--- config.mk ---
export PLATFORM = sky130hd
export DESIGN_NAME = bn_rsqrt_seq
export DESIGN_NICKNAME = d
export VERILOG_FILES = /design/src/rtl/bn_rsqrt_seq.sv
export SDC_FILE = /design/constraint.sdc
export NUM_CORES = 1
export LEC_CHECK = 0
export CORE_ASPECT_RATIO = 0.7
export CORE_MARGIN = 2
export CORE_UTILIZATION = 45
export DETAILED_ROUTE_END_ITERATION = 8
export PLACE_DENSITY = 0.75
export SYNTH_ARGS = -nofsm -noshare
export SYNTH_HDL_FRONTEND = slang
export SYNTH_SLANG_ARGS = --single-unit
--- constraint.sdc ---
create_clock -name clk -period 2.48 [get_ports clk]
set_input_delay 0.496 -clock clk [delete_from_list [all_inputs] [get_ports clk]]
set_output_delay 0.496 -clock clk [all_outputs]
set_load 0.02 [all_outputs]
--- src/rtl/bn_rsqrt_seq.sv ---
// rtl/bn_rsqrt_seq.sv - sequential fp16 1/sqrt(x) controller driving an external Newton-step datapath
//
// Ports:
//   clk, rst_n               clock, asynchronous active-low reset
//   in_valid/in_ready/in_data operand handshake (fp16 x = variance + eps)
//   out_valid/out_ready      result handshake
//   out_data                 fp16 1/sqrt(x), 16'h7E00 when out_err
//   out_err                  operand negative, zero/subnormal, inf or NaN
//   out_timeout              MAX_ITER steps used without reaching a fixed point
//   out_iter                 number of Newton steps used
//   dp_x, dp_y               operand and current estimate to the datapath
//   dp_y_next                datapath result y*(1.5-0.5*x*y*y)
//
// Build option: BN_RSQRT_SEQ_SEED_EN selects an exponent-derived seed
// instead of the constant seed 1.0.

module bn_rsqrt_seq #(
    parameter int DATA_WIDTH = 16,
    parameter int MAX_ITER   = 8
) (
    input  logic                  clk,
    input  logic                  rst_n,
    input  logic                  in_valid,
    output logic                  in_ready,
    input  logic [DATA_WIDTH-1:0] in_data,
    output logic                  out_valid,
    input  logic                  out_ready,
    output logic [DATA_WIDTH-1:0] out_data,
    output logic                  out_err,
    output logic                  out_timeout,
    output logic [3:0]            out_iter,
    output logic [DATA_WIDTH-1:0] dp_x,
    output logic [DATA_WIDTH-1:0] dp_y,
    input  logic [DATA_WIDTH-1:0] dp_y_next
);

    typedef enum logic [1:0] {IDLE, ITER, DONE} state_t;

    localparam logic [3:0]            MAX_ITER_L = 4'(MAX_ITER);
    localparam logic [DATA_WIDTH-1:0] ONE_FP16   = 16'h3C00;
    localparam logic [DATA_WIDTH-1:0] QNAN_FP16  = 16'h7E00;

    state_t                state_q, state_d;
    logic [DATA_WIDTH-1:0] x_q, x_d;
    logic [DATA_WIDTH-1:0] y_q, y_d;
    logic [3:0]            iter_q, iter_d;
    logic [DATA_WIDTH-1:0] res_data_q, res_data_d;
    logic                  res_err_q, res_err_d;
    logic                  res_to_q, res_to_d;
    logic [3:0]            res_iter_q, res_iter_d;

    logic [DATA_WIDTH-1:0] seed;
    logic                  illegal;
    logic [3:0]            iter_inc;

`ifdef BN_RSQRT_SEQ_SEED_EN
    // 1/sqrt(2^(e-15)) = 2^((15-e)/2); biased result exponent is (45-e)/2.
    logic [5:0] seed_diff;
    assign seed_diff = 6'd45 - {1'b0, in_data[14:10]};
    assign seed      = {1'b0, seed_diff[5:1], 10'b0};
`else
    assign seed = ONE_FP16;
`endif

    assign illegal  = in_data[15] || (in_data[14:10] == 5'd0) || (in_data[14:10] == 5'd31);
    assign iter_inc = iter_q + 4'd1;

    always_ff @(posedge clk or negedge rst_n) begin
        if (!rst_n) begin
            state_q    <= IDLE;
            x_q        <= '0;
            y_q        <= ONE_FP16;
            iter_q     <= '0;
            res_data_q <= '0;
            res_err_q  <= 1'b0;
            res_to_q   <= 1'b0;
            res_iter_q <= '0;
        end else begin
            state_q    <= state_d;
            x_q        <= x_d;
            y_q        <= y_d;
            iter_q     <= iter_d;
            res_data_q <= res_data_d;
            res_err_q  <= res_err_d;
            res_to_q   <= res_to_d;
            res_iter_q <= res_iter_d;
        end
    end

    always_comb begin
        state_d    = state_q;
        x_d        = x_q;
        y_d        = y_q;
        iter_d     = iter_q;
        res_data_d = res_data_q;
        res_err_d  = res_err_q;
        res_to_d   = res_to_q;
        res_iter_d = res_iter_q;
        case (state_q)
            IDLE: begin
                if (in_valid) begin
                    x_d    = in_data;
                    y_d    = seed;
                    iter_d = '0;
                    if (illegal) begin
                        // Datapath is skipped entirely for illegal operands.
                        state_d    = DONE;
                        res_data_d = QNAN_FP16;
                        res_err_d  = 1'b1;
                        res_to_d   = 1'b0;
                        res_iter_d = '0;
                    end else begin
                        state_d = ITER;
                    end
                end
            end
            ITER: begin
                y_d    = dp_y_next;
                iter_d = iter_inc;
                // A fixed point wins even on the last allowed step.
                if (dp_y_next == y_q) begin
                    state_d    = DONE;
                    res_data_d = dp_y_next;
                    res_err_d  = 1'b0;
                    res_to_d   = 1'b0;
                    res_iter_d = iter_inc;
                end else if (iter_inc == MAX_ITER_L) begin
                    state_d    = DONE;
                    res_data_d = dp_y_next;
                    res_err_d  = 1'b0;
                    res_to_d   = 1'b1;
                    res_iter_d = MAX_ITER_L;
                end
            end
            DONE: begin
                if (out_ready) begin
                    state_d = IDLE;
                end
            end
            default: state_d = IDLE;
        endcase
    end

    assign in_ready    = (state_q == IDLE);
    assign out_valid   = (state_q == DONE);
    assign out_data    = res_data_q;
    assign out_err     = res_err_q;
    assign out_timeout = res_to_q;
    assign out_iter    = res_iter_q;
    assign dp_x        = x_q;
    assign dp_y        = y_q;

endmodule

Word level (Yosys, flattened, before mapping)
Index checks and enable logic that the tools add are counted.
{ "totals": {"reg_bits": 60, "output_inout_bits": 56, "wordCells": 57} }
{ "op_classes": {"add_sub_neg": 1, "n_eq_ne": 9, "mux": 30, "reduce_logical": 9} }
{ "op_table": {"columns": ["operator", "count"], "rows": [
  ["2-to-1 mux 16 bit", 5],
  ["one-hot mux 16 bit (2 select lines)", 2],
  ["2-to-1 mux 4 bit", 5],
  ["equality test 16 bit", 1],
  ["one-hot mux 4 bit (2 select lines)", 2],
  ["2-to-1 mux 2 bit", 5],
  ["2-to-1 mux 1 bit", 8],
  ["one-hot mux 2 bit (3 select lines)", 1],
  ["equality test 5 bit, second input constant", 1],
  ["zero test 5 bit", 1],
  ["adder 4 x 1 -> 4 bit, second input constant", 1],
  ["equality test 4 bit, second input constant", 1],
  ["!= test 2 x 1 -> 1 bit, second input constant", 2],
  ["one-hot mux 1 bit (2 select lines)", 2],
  ["AND reduction 2 bit", 2],
  ["AND reduction 4 bit", 1],
  ["!= test 3 bit, second input constant", 1],
  ["AND reduction 3 bit", 1],
  ["equality test 2 x 1 -> 1 bit, second input constant", 1],
  ["equality test 2 bit, second input constant", 1],
  ["zero test 2 bit", 1],
  ["logical OR 1 bit", 2],
  ["!= test 2 bit, second input constant", 1],
  ["nonzero test 2 bit", 1]
]} }

Longest topological paths before layout
Gate-level depths: netlist (run 1).
{ "depth": {"ltp_word": 6, "ltp_mapped": 7, "mapped_depth_nobuf": 6} }

Least setup slack after synthesis (run 1)
OpenSTA, ideal clock, no wires.
{ "synth_timing": {"path_kind": "reg2reg", "startpoint": "register y_q[12] (netlist: dp_y[12])", "endpoint": "register res_data_q[0] (netlist: out_data[0])", "setup_ns": 0.125, "t_arrival_ns": 1.754, "required_time_ns": 2.355, "slack_ns": 0.601, "stages_incl_launch_ff": 7, "n_path_buf": 1, "synth_period_minus_slack_ns": 1.879, "path_cell_list": "dfstp_2 -> xor2_1 -> nor4_4 -> nand4_2 -> a21oi_2 -> buf_6 -> mux2_4"} }
{ "synth_via": {"elab_chain_cells": 3} }
{ "synth_lines": {"columns": ["item", "line_no", "rtl"], "rows": [
  ["from (decl)", "45", "logic [DATA_WIDTH-1:0] y_q, y_d;"],
  ["from (signal assigned)", "81", "y_q <= y_d;"],
  ["equality test 16 bit (*)", "121", "if (dp_y_next == y_q) begin"],
  ["!= test 3 bit (no source line) / 2-to-1 mux 16 bit (equally long branches)", null, null],
  ["AND reduction 4 bit (no source line) / one-hot mux 16 bit (2 select lines) (equally long branches)", null, null],
  ["to (signal assigned)", "83", "res_data_q <= res_data_d;"],
  ["to (decl)", "47", "logic [DATA_WIDTH-1:0] res_data_q, res_data_d;"]
]} }
Every way passes the cells marked *; elsewhere a longest branch is shown, timed or not.
A chain may end at the register's enable or synchronous reset.

Worst setup path after layout (run 1)
{ "layout_timing": {"startpoint": "input port dp_y_next[11]", "endpoint": "register res_data_q[1] (netlist: out_data[1])"} }
{ "layout_via": {"elab_chain_cells": 3} }
{ "layout_lines": {"columns": ["item", "line_no", "rtl"], "rows": [
  ["from (decl)", "34", "input logic [DATA_WIDTH-1:0] dp_y_next"],
  ["equality test 16 bit (*)", "121", null],
  ["!= test 3 bit (no source line) / 2-to-1 mux 16 bit (equally long branches)", null, null],
  ["AND reduction 4 bit (no source line) / one-hot mux 16 bit (2 select lines) (equally long branches)", null, null]
]} }
Marked as above.

==> metrics.md, run 1 <==
| Metric | Value |
|---|---|
| Antenna diodes | 0 |
| Setup TNS | 0 ns |
| Critical path type | input port to flop |
| Root Buffer Master | clkbuf_8 |
| DPL Wire Length | 4880 µm |
| DRT Wirelength | 6690 µm |
| ANT nets after route | 0 |
| Die Wd | a little under 100 µm |
| Row count | 23 |
| Vias per inst | between 5 and 6 |
| Worst Reg2Reg Path Length in Cells | 7 |
| PwrDens | 1160 nW/µm² |
| Vias in the first global route | 2105 |
| Core Util, Final | roughly two thirds |
| Count of state elements after synthesis | 60 |
| Post-CTS sizing | 0 |
| WL per Instance | 16.4 µm |
| Area delta synth->final | 45.3% |
| Worst path arrival time | 2.34 ns |
| Crit path cell chain | clkdlybuf4s50_1, xor2_1, nor4_2, nand4_2, a21oi_2, buf_4, mux2_4 |
| CORE AREA | around 5800 µm² |
| Crit path launch type | input port |
| Syn Area/Cell | 12.0 µm² |
| CTS sink count | 60 |
| Post-Synthesis Cells | 226 |
| CP Depth | 7 |
| Status | finished, final reports clean |
| Fin crit period | 2.12 ns |
| Final hold slack | roughly 0.16 ns |
| CTS max path bufs | 2 |
| Cts-stage hold buffer count | 0 |
| TritonCTS clock tree | yes |
| Async set-or-reset flop fraction in the synthesized netlist | 100% |
| Reg clk slew, reported paths | 0.06 ns |
| Critical path's slowest cell | clkdlybuf4s50_1 |
| Initial Util | 47.1% |
| Netlist Area Pre-Place | 2710 µm² |
| Slowest stage delay, CP | about 0.47 ns |
| Layout cells sized above 1 | a little under a fifth |
| Post-synth EDFFs | 0 |
| DIE HEIGHT | 68.9 µm |
| CP Capture Type | flop |
| Beginning of the critical path | dp_y_next[11] |
| Synth cell types | 42 |
| Fin area | 3940 µm² |
| R2r endpoint | out_data[1]$_DFFE_PN0P_ |
| Critical path buffers and inverters | 2 |
| Post-synthesis sequential area ratio | 55.6% |
| Total grt overflow | 0 |
| VDD IR-drop max | 0.715 mV |
| # port buffers | just over 90 |
| # Post-CTS Setup Buffers | 0 |
| Yosys top cell area share | 51.7% |
| Total GRT Usage | roughly 22% |
| Drt pass-1 iters | 4 |
| Post-DP Area | 3770 µm² |
| Maxcap violations | 0 |
| Initial antenna violation count | 0 |
| Max-slew violations | 0 |
| Drt initial violations | 92 |
| Synth area leader | dfrtp_1 |
| Unrepaired setup endpoints after global routing | false |
| Main flop type after synthesis | dfrtp_1 |
| IO Count | 92 |
| Crit-path max FO | 9 |
| Ranking of synthesized cells by area | dfrtp_1, mux2_2, xor2_1 |
| Nets | 367 |
| Synth warn | 0 |
| Fmax | 473 MHz |
| PnR Total Power | ~4.6 mW |
| DRC Markers | 0 |
| Worst skew pair latency | 0.34 ns |
| Reg2reg setup slack | 0.44 ns |
| LEAKAGE | around 1.7 nW |
| CP endpoint | out_data[1]$_DFFE_PN0P_ |
| Fillcell total | 441 |
| RR Startpoint | iter_q[0]$_DFFE_PN0P_ |
| Via count | 2154 |
| Final hold vios | 0 |
| Largest net degree at the start of global routing | 37 |
| TritonCTS Buffers | 9 |
| Layout Skew | 0.00516 ns |
| Global-route wire length before repair | between 10000 and 15000 µm |
| H-tree levels | 3 |
| Critical path's top delay family | buffers and inverters |
| Final setup violation count | 0 |
| Period utilization | 85.3% |
| Syn Nets | 263 |
| CP required | 2.70 ns |
| Slew headroom | 61.3% |
| GP Congestion | 0.784 |
| Die area | 6670 µm² |
| Slew @ Worst Pin | 0.581 ns |
| Hold Path Class | input port to async pin |
==> power by group <==
group	internal (mW)	switching, mW
Clock	0.409	0.357
Combinational	1.10	1.14
Sequential	1.31	0.249
Total	2.83	1.74
==> flip-flops by register name, summed over array words and instances, names as in the netlist <==
signal,flops
dp_x,16
dp_y,16
out_data,16
iter_q,4
out_iter,4
state_q,2
out_err,1
out_timeout,1
==> synthesized netlist by cell type (2+ instances only) <==
master,n
o22a_1,6
dfrtp_1,56
clkbuf_1,2
nor4_4,3
a31oi_1,2
a21o_1,5
o22ai_1,2
and2_1,5
mux2_2,16
dfstp_2,4
o211ai_1,5
xor2_1,17
buf_2,6
a22o_1,6
nand3_1,5
nor2_1,16
inv_1,11
nand2_1,12
a21oi_1,5
mux2_4,5
o21ai_0,12
nor3_1,5
==> worst min path at each step <==
stage,end,slack [ns]
3_5_place_dp,dp_x[8]$_DFFE_PN0P_,0.49
5_1_grt,out_iter[2]$_DFFE_PN0P_,0.19
6_report,out_iter[3]$_DFFE_PN0P_,0.16
2_1_floorplan,dp_x[0]$_DFFE_PN0P_,0.20
4_1_cts,dp_x[10]$_DFFE_PN0P_,0.17
3_3_place_gp,dp_x[1]$_DFFE_PN0P_,0.49
==> metrics by stage <==
step | cells | setup WS, ns
after detailed placement | 394 | 0.0633
after global routing | 409 | 0.199
after floorplan | 226 | 0.601
after global placement | 394 | 0.0772
final | 409 | 0.364
after CTS | 409 | 0.353
==> per-layer routing <==
layer  GRT usage (%)  vias to the layer above  part of all wire, %
met5               0                        -                    0
met4            6.69                        0                  1.2
met3            9.68                        9                  8.3
met2            33.2                       85                   46
met1            27.7                     1058                   45
li1                -                     1002                    -
==> worst register-to-register path: stages, from the launching register on <==
cell and delay (ns):
dfrtp_1 0.46, ha_1 0.27, nand2_1 0.11, a21oi_4 0.26, nor2_1 0.16, a21oi_2 0.18, buf_4 0.18, mux2_4 0.30
==> area by class of cell <==
cell class              instances  area [µm²]  area share [%]
well taps                      75        93.8            2.38
clock inverters                 2        10.0           0.254
clock buffers                  13         159            4.04
repair buffers                104        1020            25.8
multi-input cells             144        1110            28.2
flip-flops and latches         60        1510            38.3
inverters                      11        41.3            1.05
==> placed cells by master, fill, tap and decap left out, types with 2 or more instances in the layout <==
cell type,instances
clkdlybuf4s50_1,90
dfrtp_1,56
xor2_1,17
mux2_2,16
nor2_1,14
nand2_1,12
o21ai_0,12
buf_4,12
inv_1,11
clkbuf_8,11
a22o_1,6
o22a_1,6
and2_1,5
nor3_1,5
mux2_4,5
nand3_1,5
a21o_1,5
a21oi_1,5
o211ai_1,5
dfstp_2,4
nor4_4,3
nor2_2,2
a31oi_1,2
o22ai_1,2
clkbuf_1,2
clkinv_2,2
==> logic make-up after synthesis <==
kind of cell / share of synthesized area, %
adders and majority gates: 0.462
AOI/OAI and AO/OA: 13.5
and+or+nand+nor: 11.4
DFF: 55.6
buffers and inverters: 3.74
xor gates and xnor gates: 5.82
muxes: 9.42
No activity file was read; power rests on OpenSTA's default activity.
==> run 2: changes to the inputs <==
--- a/config.mk
+++ b/config.mk
@@ -10,6 +10,8 @@
 export CORE_UTILIZATION = 45
 export DETAILED_ROUTE_END_ITERATION = 8
 export PLACE_DENSITY = 0.75
+export RECOVER_POWER = 50
+export SLEW_MARGIN = 25
 export SYNTH_ARGS = -nofsm -noshare
 export SYNTH_HDL_FRONTEND = slang
 export SYNTH_SLANG_ARGS = --single-unit
==> metrics.md, run 2 (synthesis gave the netlist of run 1 again) <==
| Metric | Value |
|---|---|
| Commonest non-fill, non-tap cell in the layout | clkdlybuf4s50_1 |
| Drt initial violations | 99 (+7.6%) |
| Area delta synth->final | 44.0% |
| Fin area | 3900 µm² (-0.89%) |
| Initial antenna violation count | 0 (unchanged) |
| H-tree levels | 3 (unchanged) |
| Total GRT Usage | 21.5% (unchanged) |
| Vias per inst | 5.24 (-0.51%) |
| Status | finished, final reports clean |
| R2r endpoint | out_data[1]$_DFFE_PN0P_ |
| Crit path cell chain | dlygate4sd3_1, o21bai_1, clkbuf_1, nor2_2, clkbuf_2, mux2_2 |
| GP Congestion | 0.784 (unchanged) |
| Commonest cells after routing, fill and taps aside | clkdlybuf4s50_1, dfrtp_1, xor2_1 |
| Fillcell total | 452 (+2.5%) |
| TritonCTS Buffers | 9 (unchanged) |
| Critical path's slowest cell | dlygate4sd3_1 |
| Final setup violation count | 0 (unchanged) |
| DPL Wire Length | 4880 µm (unchanged) |
| Clk pwr share | 16.9% (about the same) |
| Total grt overflow | 0 (unchanged) |
| Row count | 23 (unchanged) |
| Critical path type | input port to flop |
| Slew @ Worst Pin | 1.33 ns (+0.747 ns) |
| Maxcap violations | 0 (unchanged) |
| Fmax | 459 MHz (-2.9%) |
| Period utilization | 87.9% (+2.6 points) |
| Layout Skew | 0.00589 ns (+0.000732 ns) |
| Max-slew violations | 0 (unchanged) |
| # port buffers | 91 (unchanged) |
| VDD IR-drop max | 0.713 mV (-0.31%) |
| CP endpoint | dp_x[4]$_DFFE_PN0P_ |
| Internal | 2.79 mW (-1.2%) |
| Setup TNS | 0 ns (unchanged) |
| Beginning of the critical path | in_valid |
| Crit-path max FO | 21 (+12) |
| ANT nets after route | 0 (unchanged) |
| TritonCTS clock tree | yes |
| Crit path launch type | input port |
| Slowest stage delay, CP | 0.53 ns (+0.06 ns) |
| Worst skew pair latency | 0.34 ns (about the same) |
| DIE HEIGHT | 68.9 µm (unchanged) |
| DRT Wirelength | 6680 µm (-0.21%) |
| Die area | 6670 µm² (unchanged) |
| CTS sink count | 60 (unchanged) |
| Worst Reg2Reg Path Length in Cells | 7 (unchanged) |
| PwrDens | 1160 nW/µm² (about the same) |
| Antenna diodes | 0 (unchanged) |
| Die Wd | 96.8 µm (unchanged) |
| Worst path arrival time | 2.40 ns (+0.06 ns) |
| Sw Ratio | 38.4% (+0.24 points) |
| Slew headroom | 11.5% (-50 points) |
| LEAKAGE | 1.66 nW (-1.4%) |
| CTS max path bufs | 2 (unchanged) |
| Global-route wire length before repair | 10800 µm (unchanged) |
| Multi-input logic area | 1100 µm² (-0.56%) |
| Post-DP Area | 3770 µm² (unchanged) |
| Post-CTS sizing | 0 (unchanged) |
| Drt pass-1 iters | 4 (unchanged) |
| CP required | 2.70 ns (about the same) |
| # Post-CTS Setup Buffers | 0 (unchanged) |
| FF+latch area | 1510 µm² (unchanged) |
| Layout cells sized above 1 | 17.7% (-1.5 points) |
| WL per Instance | 16.3 µm (-0.21%) |
| Switching pwr | 1.74 mW (-0.25%) |
| CP Capture Type | flop |
| DRC Markers | 0 (unchanged) |
| Comb power frac | 48.6% (-0.4 points) |
| Sequential fraction of design power | 34.5% (+0.3 points) |
| CORE AREA | 5760 µm² (unchanged) |
| PnR Total Power | 4.53 mW (-0.87%) |
| Unrepaired setup endpoints after global routing | false |
| Final hold vios | 0 (unchanged) |
| Reg clk slew, reported paths | 0.06 ns (about the same) |
| Via count | 2143 (-0.51%) |
| RR Startpoint | iter_q[0]$_DFFE_PN0P_ |
| Fin crit period | 2.18 ns (+0.0638 ns) |
| IO Count | 92 (unchanged) |
| Final hold slack | 0.440 ns (+0.284 ns) |
| Root Buffer Master | clkbuf_8 |
| Nets | 367 (unchanged) |
| Initial Util | 47.1% (unchanged) |
| Hold Path Class | input port to async pin |
| Reg2reg setup slack | 0.44 ns (about the same) |
| Vias in the first global route | 2105 (unchanged) |
| Cts-stage hold buffer count | 0 (unchanged) |
| Largest net degree at the start of global routing | 37 (unchanged) |
==> run 2: cell types whose count changed in the layout (fill, tap and decap cells not counted), sizes merged <==
| cell | delta |
|---|---|
| buf | -6 |
| dlygate4sd3 | +1 |
| clkdlybuf4s50 | -1 |
| clkbuf | +6 |
==> run 2: area by class of cell <==
cell class / count / share of cell area, %
flip-flops and latches: 60 / 38.6
multi-input cells: 144 / 28.3
repair buffers: 104 / 25.3
clock buffers: 13 / 4.07
well taps: 75 / 2.40
inverters: 11 / 1.06
clock inverters: 2 / 0.256
==> run 2: worst max-delay path: cells and delay by family <==
| kind | cells | cell delay (ns) |
|---|---|---|
| AND/OR/NAND/NOR | 1 | 0.04 |
| AO/OA/AOI/OAI | 1 | 0.22 |
| multiplexers | 1 | 0.37 |
| buffers and inverters | 3 | 1.25 |
==> run 2: worst min-delay path by stage <==
stage                          from                 endpoint  slack (ns)  cells past startpoint
4_1_cts                       rst_n     dp_x[10]$_DFFE_PN0P_        0.17                      1
3_3_place_gp    dp_x[1]$_DFFE_PN0P_      dp_x[1]$_DFFE_PN0P_        0.49                      1
5_1_grt        dp_x[15]$_DFFE_PN0P_     dp_x[15]$_DFFE_PN0P_        0.52                      1
2_1_floorplan                 rst_n      dp_x[0]$_DFFE_PN0P_        0.20                      0
3_5_place_dp    dp_x[8]$_DFFE_PN0P_      dp_x[8]$_DFFE_PN0P_        0.49                      1
6_report                      rst_n  out_iter[3]$_DFFE_PN0P_        0.44                      1
==> run 2: power by group through the flow <==
stage	clock, mW	sequential [mW]	combinational (mW)
floorplan	0	1.88	0.973
global placement	0	1.56	2.21
detailed placement	0	1.58	2.24
CTS	0.788	1.56	2.26
global route	0.829	1.61	2.38
finish	0.766	1.56	2.20
==> run 2: per-stage QoR <==
| step | worst slack [ns] | cells | util, % |
|---|---|---|---|
| 2_1_floorplan | 0.601 | 226 | - |
| 3_3_place_gp | 0.0772 | 394 | 65.5 |
| 3_5_place_dp | 0.0633 | 394 | 65.5 |
| 4_1_cts | 0.353 | 409 | 68.4 |
| 5_1_grt | 0.100 | 409 | 67.8 |
| 6_report | 0.300 | 409 | 67.8 |
==> run 2: metal layers <==
layer / GRT usage [%] / up-vias / wire length, µm
li1: - / 1004 / -
met1: 27.7 / 1035 / 2970
met2: 33.2 / 96 / 3030
met3: 9.68 / 8 / 593
met4: 6.69 / 0 / 82
met5: 0 / - / 0
==> run 3: changes to the inputs <==
--- a/config.mk
+++ b/config.mk
@@ -7,9 +7,10 @@
 export LEC_CHECK = 0
 export CORE_ASPECT_RATIO = 0.7
 export CORE_MARGIN = 2
-export CORE_UTILIZATION = 45
+export CORE_UTILIZATION = 47
+export CTS_BUF_LIST = sky130_fd_sc_hd__clkbuf_8
 export DETAILED_ROUTE_END_ITERATION = 8
-export PLACE_DENSITY = 0.75
+export PLACE_DENSITY = 0.78
 export RECOVER_POWER = 50
 export SLEW_MARGIN = 25
 export SYNTH_ARGS = -nofsm -noshare
==> metrics.md, run 3 (synthesis gave the netlist of run 1 again) <==
| Metric | Value |
|---|---|
| Status | finished, final reports clean |
| Fin crit period | 2.13 ns (-0.0512 ns) |
| Crit-path max FO | 17 (-19%) |
| Final hold vios | 0 (unchanged) |
| Nets | 368 (+0.27%) |
| Final hold slack | 0.444 ns (+0.00349 ns) |
| Reg clk slew, reported paths | 0.07 ns (about the same) |
| TritonCTS Buffers | 9 (unchanged) |
| Die area | 6400 µm² (-4.1%) |
| Slew headroom | 10.6% (-0.82 points) |
| # Post-CTS Setup Buffers | 0 (unchanged) |
| Fmax | 470 MHz (+2.4%) |
| TritonCTS clock tree | yes |
| Multi-input logic area | 1110 µm² (+0.23%) |
| Largest net degree at the start of global routing | 29 (-22%) |
| Hold Path Class | input port to async pin |
| Worst Reg2Reg Path Length in Cells | 7 (unchanged) |
| DIE HEIGHT | 67.5 µm (-2.0%) |
| CTS sink count | 60 (unchanged) |
| Layout cells sized above 1 | 17.3% (-0.40 points) |
| Antenna diodes | 0 (unchanged) |
| Max-slew violations | 0 (unchanged) |
| PwrDens | 1160 nW/µm² (-0.39%) |
| Drt initial violations | 71 (-28%) |
| Post-CTS sizing | 0 (unchanged) |
| Vias in the first global route | 2186 (+3.8%) |
| Total grt overflow | 0 (unchanged) |
| Unrepaired setup endpoints after global routing | false |
| Critical path buffers and inverters | 2 (-1) |
| VDD IR-drop max | 0.668 mV (-6.3%) |
| Fillcell total | 461 (+2.0%) |
| Vias per inst | 5.17 (-1.4%) |
| Root Buffer Master | clkbuf_8 |
| Layout Skew | 0.00704 ns (+0.00115 ns) |
| Commonest non-fill, non-tap cell in the layout | clkdlybuf4s50_1 |
| Final setup violation count | 0 (unchanged) |
| Crit path cell chain | dlygate4sd3_1, o21bai_1, nor2_2, clkbuf_1, mux2_2 |
| GP Congestion | 0.836 (+6.6%) |
| Area delta synth->final | 44.0% (about the same) |
| WL per Instance | 16.1 µm (-1.5%) |
| Setup TNS | 0 ns (unchanged) |
| Commonest cells after routing, fill and taps aside | clkdlybuf4s50_1, dfrtp_1, xor2_1 |
| DRC Markers | 0 (unchanged) |
| LEAKAGE | 1.68 nW (+0.85%) |
| # port buffers | 91 (unchanged) |
| Critical path type | input port to flop |
| Initial antenna violation count | 0 (unchanged) |
| Maxcap violations | 0 (unchanged) |
| Initial Util | 48.0% (+0.96 points) |
| IO Count | 92 (unchanged) |
| Slew @ Worst Pin | 1.34 ns (+0.0124 ns) |
| Worst path arrival time | 2.35 ns (-0.05 ns) |
| Worst skew pair latency | 0.34 ns (about the same) |
| H-tree levels | 3 (unchanged) |
| Drt pass-1 iters | 4 (unchanged) |
| Die Wd | 94.8 µm (-2.1%) |
| DPL Wire Length | 4840 µm (-0.74%) |
| Cts-stage hold buffer count | 0 (unchanged) |
| CP Capture Type | flop |
| Critical path's top delay family | buffers and inverters |
| DRT Wirelength | 6610 µm (-1.1%) |
| CTS max path bufs | 2 (unchanged) |
| CORE AREA | 5640 µm² (-2.0%) |
| CP required | 2.70 ns (about the same) |
| Critical path's slowest cell | clkbuf_1 |
| Via count | 2123 (-0.93%) |
| ANT nets after route | 0 (unchanged) |
| CP Depth | 5 (-1) |
| Core Util, Final | 69.2% (+1.4 points) |
| Total GRT Usage | 22.8% (+1.3 points) |
| Period utilization | 85.8% (-2.1 points) |
| Row count | 23 (unchanged) |
| FF+latch area | 1510 µm² (unchanged) |
| Crit path launch type | input port |
| Global-route wire length before repair | 10700 µm (-1.3%) |
| Slowest stage delay, CP | 0.67 ns (+0.14 ns) |
==> run 3: per-layer routing <==
metal	track usage, %	wire (µm)	part of all wire [%]	up-vias
li1	-	-	-	997
met4	7.25	101	1.5	0
met5	0	0	0	-
met3	12.9	755	11	9
met1	28.9	2820	43	1023
met2	33.3	2920	44	94
==> run 3: final timing paths <==
kind,from,endpoint,slack [ns]
max,in_valid,dp_x[4]$_DFFE_PN0P_,0.35
min,rst_n,iter_q[0]$_DFFE_PN0P_,0.44
max reg2reg,iter_q[0]$_DFFE_PN0P_,out_data[2]$_DFFE_PN0P_,0.43
min reg2reg,dp_x[5]$_DFFE_PN0P_,dp_x[5]$_DFFE_PN0P_,0.50
max in group asynchronous,rst_n,out_data[13]$_DFFE_PN0P_,0.54
min in group clk,dp_x[5]$_DFFE_PN0P_,dp_x[5]$_DFFE_PN0P_,0.50
==> run 3: final cells by class <==
type                       count  share of cell area [%]
clock buffer                  10                    3.53
clock inverter                 6                   0.641
inverter                      11                    1.06
multi-input combinational    144                    28.4
sequential                    60                    38.6
tap                           75                    2.40
timing repair buffer         105                    25.4
==> run 3: worst register-to-register path, stage by stage (launching register included) <==
cell	delay (ns)
dfrtp_1	0.47
ha_1	0.27
nand2_1	0.12
a21oi_4	0.27
nor2_1	0.15
a21oi_2	0.18
buf_4	0.19
mux2_4	0.31
==> run 3: power breakdown <==
part	switching [mW]	total [mW]	internal, mW
clock network	0.369	0.740	0.371
registers	0.246	1.56	1.31
logic	1.13	2.21	1.08
==> run 3: stage by stage <==
step	instances	setup slack [ns]	area [µm²]	total power, mW
6_report	411	0.351	3900	4.51
5_1_grt	411	0.206	3900	4.80
4_1_cts	411	0.399	3920	4.57
3_5_place_dp	395	0.0469	3760	3.82
3_3_place_gp	395	0.0821	3760	3.78
2_1_floorplan	226	0.601	2710	2.85
